**src/rtl/overlay_motion_ctrl.sv**
```systemverilog
// ---------------------------------------------------------------------------
// overlay_motion_ctrl
//   Frame-rate sequencer for the text banner overlay. Once per frame (rising
//   edge of vsync) it may move the banner origin one cell in bounce mode,
//   rotate the displayed banner on every wall bounce, and blink the banner
//   after a corner hit. enable=0 on a frame event parks everything (PAUSE).
//
//   Ports
//     clk        in   pixel clock
//     rst_n      in   asynchronous active-low reset
//     vsync      in   active-high vertical sync level, synchronous to clk
//     enable     in   1 = animate, 0 = pause (sampled on frame events only)
//     origin_x   out  banner left edge in cells, 0..GRID_W-BOX_W
//     origin_y   out  banner top edge in cells, 0..GRID_H-BOX_H
//     banner_sel out  active banner index, 0..NUM_BANNERS-1
//     overlay_en out  banner visibility gate
//     hit_count  out  corner-hit counter, wraps 255->0
// ---------------------------------------------------------------------------
module overlay_motion_ctrl #(
  parameter int GRID_W       = 80,
  parameter int GRID_H       = 60,
  parameter int BOX_W        = 23,
  parameter int BOX_H        = 9,
  parameter int X0           = 30,
  parameter int Y0           = 24,
  parameter int STEP_FRAMES  = 4,
  parameter int BLINK_FRAMES = 32,
  parameter int NUM_BANNERS  = 4
) (
  input  logic       clk,
  input  logic       rst_n,
  input  logic       vsync,
  input  logic       enable,
  output logic [6:0] origin_x,
  output logic [5:0] origin_y,
  output logic [1:0] banner_sel,
  output logic       overlay_en,
  output logic [7:0] hit_count
);

  localparam int XMAX = GRID_W - BOX_W;
  localparam int YMAX = GRID_H - BOX_H;
  localparam int SW   = (STEP_FRAMES > 1) ? $clog2(STEP_FRAMES) : 1;
  localparam int BW   = $clog2(BLINK_FRAMES);

  typedef enum logic [1:0] {S_RUN, S_BLINK, S_PAUSE} state_t;

  state_t          state, state_n;
  logic            vsync_q;
  logic [SW-1:0]   step_cnt, step_n;
  logic [BW-1:0]   blink_cnt, blink_n;
  logic            dx_neg, dx_neg_n;   // 1 = moving left
  logic            dy_neg, dy_neg_n;   // 1 = moving up
  logic [6:0]      x_n;
  logic [5:0]      y_n;
  logic [1:0]      sel_n;
  logic            en_n;
  logic [7:0]      hit_n;

  logic            frame_evt;
  logic            step_last, blink_last;
  logic            x_edge, y_edge, x_neg_new, y_neg_new;
  logic [6:0]      x_step;
  logic [5:0]      y_step;
  logic [1:0]      sel_inc;

  assign frame_evt  = vsync & ~vsync_q;
  assign step_last  = (step_cnt == SW'(STEP_FRAMES - 1));
  assign blink_last = (blink_cnt == BW'(BLINK_FRAMES - 1));

  // Sitting on the wall we are heading into means this step bounces: the
  // direction flips first, then the one-cell move uses the new direction,
  // so the origin can never leave 0..MAX.
  assign x_edge    = dx_neg ? (origin_x == 7'd0) : (origin_x == 7'(XMAX));
  assign y_edge    = dy_neg ? (origin_y == 6'd0) : (origin_y == 6'(YMAX));
  assign x_neg_new = dx_neg ^ x_edge;
  assign y_neg_new = dy_neg ^ y_edge;
  assign x_step    = x_neg_new ? origin_x - 7'd1 : origin_x + 7'd1;
  assign y_step    = y_neg_new ? origin_y - 6'd1 : origin_y + 6'd1;
  assign sel_inc   = (banner_sel == 2'(NUM_BANNERS - 1)) ? 2'd0 : banner_sel + 2'd1;

  always_ff @(posedge clk or negedge rst_n) begin
    if (!rst_n) begin
      state      <= S_RUN;
      vsync_q    <= 1'b0;
      step_cnt   <= '0;
      blink_cnt  <= '0;
      dx_neg     <= 1'b0;
      dy_neg     <= 1'b0;
      origin_x   <= 7'(X0);
      origin_y   <= 6'(Y0);
      banner_sel <= 2'd0;
      overlay_en <= 1'b1;
      hit_count  <= 8'd0;
    end else begin
      state      <= state_n;
      vsync_q    <= vsync;
      step_cnt   <= step_n;
      blink_cnt  <= blink_n;
      dx_neg     <= dx_neg_n;
      dy_neg     <= dy_neg_n;
      origin_x   <= x_n;
      origin_y   <= y_n;
      banner_sel <= sel_n;
      overlay_en <= en_n;
      hit_count  <= hit_n;
    end
  end

  always_comb begin
    state_n  = state;
    step_n   = step_cnt;
    blink_n  = blink_cnt;
    dx_neg_n = dx_neg;
    dy_neg_n = dy_neg;
    x_n      = origin_x;
    y_n      = origin_y;
    sel_n    = banner_sel;
    en_n     = overlay_en;
    hit_n    = hit_count;
    if (frame_evt) begin
      if (!enable) begin
        // Pause wins over everything, including an in-flight blink.
        state_n = S_PAUSE;
        en_n    = 1'b1;
      end else begin
        case (state)
          S_RUN: begin
            if (step_last) begin
              step_n   = '0;
              dx_neg_n = x_neg_new;
              dy_neg_n = y_neg_new;
              x_n      = x_step;
              y_n      = y_step;
              if (x_edge || y_edge) sel_n = sel_inc;
              if (x_edge && y_edge) begin
                hit_n   = hit_count + 8'd1;
                blink_n = '0;
                state_n = S_BLINK;
              end
            end else begin
              step_n = step_cnt + 1'b1;
            end
          end
          S_BLINK: begin
            if (blink_last) begin
              en_n    = 1'b1;
              step_n  = '0;
              state_n = S_RUN;
            end else begin
              // Blink frame k shows ~k[2]: four on, four off, starting on.
              en_n    = ~blink_cnt[2];
              blink_n = blink_cnt + 1'b1;
            end
          end
          S_PAUSE: state_n = S_RUN;  // resume frame consumes no step
          default: state_n = S_RUN;
        endcase
      end
    end
  end

endmodule

```
**config.mk**
```make
export PLATFORM = sky130hd
export DESIGN_NAME = overlay_motion_ctrl
export DESIGN_NICKNAME = d
export VERILOG_FILES = /design/src/rtl/overlay_motion_ctrl.sv
export SDC_FILE = /design/constraint.sdc
export NUM_CORES = 1
export LEC_CHECK = 0
export ABC_AREA = 1
export CAP_MARGIN = 20
export CORE_ASPECT_RATIO = 1.1
export CORE_MARGIN = 2
export CORE_UTILIZATION = 35
export DETAILED_ROUTE_END_ITERATION = 7
export GPL_TIMING_DRIVEN = 0
export REMOVE_ABC_BUFFERS = 1
export SLEW_MARGIN = 20
export SYNTH_ARGS = -nofsm -noshare
export SYNTH_HDL_FRONTEND = slang
export SYNTH_SLANG_ARGS = --single-unit
```
**constraint.sdc**
```tcl
create_clock -name clk -period 2.13 [get_ports clk]
set_input_delay 0.426 -clock clk [delete_from_list [all_inputs] [get_ports clk]]
set_output_delay 0.426 -clock clk [all_outputs]
set_load 0.02 [all_outputs]
```
==> results.cfg <==
[route]
drcViolationCount = 0
viasPerCell = 4.82
firstDrtPassIters = 4
drt_iter0_markers = 62
dr_total_vias = 1989
routed_wl_um = 5050
routedWlPerCell_um = 12.2
drtAntennaViolNets = 0

[job]
cap_violations = 0

[sta]
drv_slew = 0
skew_ps = 3.91
rsz0062_at_grt = true
whs_ps = 102
final_hold_viol_count = 0
finalCritPeriodShare_pct = 101
worstMarginPinSlew_ps = 612
period_needed_ps = 2160
setup-violations-final = 1
slew_headroom_pct = 58.8
setup_ws_ps = -26.1
fmax_mhz = 464

[clock_network]
clock_sinks = 36
cts_hold_buf = 0
cts_made_buffers = 5
cts_root_buf = clkbuf_8
clk_pin_slew_ps = 70
clock_latency_ps = 280
cts_tree = yes
h-tree-depth = 2
ctsLongestPathBuffers = 2

[yosys]
ys_dominant_reg_cell = dfrtp_1
ys_warn_count = 0
synth_edf_count = 0
yosys-top-cells-area = dfrtp_1 (32%), nand2_1 (13%), dfstp_2 (8.0%)
synthCells = 281
netlist.area_leader.share_pct = 31.7
synth.avg_cell_area_sq_um = 8.15
synth.distinct_cells = 33
yosys_register_bits = 36
yosysMostFrequentCell = nand2_1
async_reset_ff_share_pct = 100
ys_seq_area_share_pct = 39.7
synthTopCellsByCount = nand2_1 (80), inv_1 (32), dfrtp_1 (29)
synth_area_sq_mm = 0.00229
synth_area_leader_cell = dfrtp_1

[final_layout]
seq_area_sq_um = 915
area_delta_synth_final_pct = 35.1
num_antenna_cells = 0
fillCellCount = 592
multi_input_area_sq_mm = 0.00139
drive_above_1_share_pct = 25.2
final_util_pct = 49.4
nets = 352

[setup_path]
required_ps = 2310
worstPathArrival_ps = 2330
path_buf_inv = 2
cp-end-kind = register
cp_max_fo = 7
crit_type = reg2reg
cp_top_family = simple AND/OR/NAND/NOR gates
start_kind = register
cp_slowest_cell = dfstp_2
critPathMaxStageDelay_ps = 540
crit_chain = inv_1 > nor2_2 > nand3_2 > nand2_2 > nand2_2 > clkinv_4 > ha_4 > a21oi_2 > o21ai_1 > o21ai_1 > nand3_1 > nand2_1 > nand2_1

[floorplanning]
pin_count = 28
fp.dieW_um = 81.1
die_h_um = 88.8
die_area_sq_mm = 0.00721
start_util_pct = 36.5
rows = 30
core_sq_mm = 0.00627

[pwr]
leakagePower_nw = 1.45
power_density_mw_per_mm2 = 1320
vdd_drop_max_uv = 740

[place]
place_ws_ps = -410
routabilityCongestion = 0.753
port-buffer-count = 27
hpwl_um = 3410

[global_route]
grt_antenna_before_repair = 0
grt_overflow = 0
grt_pass1_vias = 1883
grt_max_degree = 23
grt_usage_pct = 14.4
grt_pass1_wl_um = 8100

[outcome]
failed_checks = setup timing
status = finished, violations left

[worst_hold_path]
min_path_type = in2async
-- metal layers --
layer  GRT usage, %  up-vias  wire, um
met5              0        -         0
met2           25.0       25      2570
met3           2.76        6       119
met1           17.7      937      2300
met4           5.08        0        54
li1               -     1021         -
-- cells by family (layout without fill, tap and decap cells) --
| kind of cell | Yosys count | count (layout) | synth area share [%] |
|---|---|---|---|
| AOI/OAI and AO/OA | 34 | 34 | 10.3 |
| xor gates and xnor gates | 17 | 17 | 6.50 |
| adders and majority gates | 16 | 16 | 9.40 |
| buffers and inverters | 37 | 89 | 7.16 |
| DFF | 36 | 36 | 39.7 |
| and+or+nand+nor | 141 | 141 | 26.9 |
-- stage by stage --
step	setup TNS (ps)	total power [W]	cells	cell area, sq um
2_1_floorplan	-99.7	0.00235	278	2260
3_3_place_gp	-13140	0.00281	385	2630
3_5_place_dp	-5030	0.00286	386	2650
4_1_cts	-40.3	0.00363	401	2850
5_1_grt	-320	0.00441	413	3090
6_report	-26.1	0.00410	413	3090
-- final cells by class --
type / count / area share [%]
Multi-Input combinational cell: 208 / 45.0
Sequential cell: 36 / 29.6
Tap cell: 80 / 3.23
Inverter: 34 / 4.53
Clock inverter: 2 / 1.13
Clock buffer: 6 / 2.35
Timing Repair Buffer: 47 / 14.2
-- state kept, by name, summed over array words and instances, names as in the netlist --
register	cells
vsync_q	1
dx_neg	1
origin_y	6
hit_count	8
overlay_en	1
blink_cnt	5
step_cnt	2
banner_sel	2
origin_x	7
state	2
dy_neg	1
-- path summary, 6_finish.rpt --
check	to	startpoint	cells past startpoint	slack, ps
worst min-delay path	banner_sel[1]	rst_n	1	100
max in group asynchronous	origin_x[2]	rst_n	2	1480
worst max-delay path	origin_x[6]	origin_x[3]	13	-30
worst max register to register	origin_x[6]	origin_x[3]	13	-30
min in group clk	blink_cnt[3]	blink_cnt[3]	2	480
worst min register to register	blink_cnt[3]	blink_cnt[3]	2	480
-- report_power, final --
group / leakage [nW] / switching, W / internal [W]
Combinational: 0.955 / 0.00123 / 0.00111
Clock: 0.0552 / 0.000248 / 0.000348
Sequential: 0.443 / 0.000247 / 0.000914
Total: 1.45 / 0.00173 / 0.00237
-- timing repair --
action	CTS	global route
buffers inserted	7	12
pin swaps	2	13
gates resized for setup	12	32
setup endpoints to repair	9	10
-- layout by cell type (no fill, tap or decap), types with 5 or more instances in the layout --
master           count
nand2_1             75
inv_1               30
dfrtp_1             25
clkdlybuf4s50_1     25
nor2_1              20
buf_4               19
nand4_1             12
nand3_1             11
xor2_1              10
o21ai_2              9
ha_4                 7
ha_1                 7
dfstp_2              7
xnor2_1              6
nor2_2               5
o21ai_0              5
clkbuf_8             5
(Power assumes the default switching activity.)
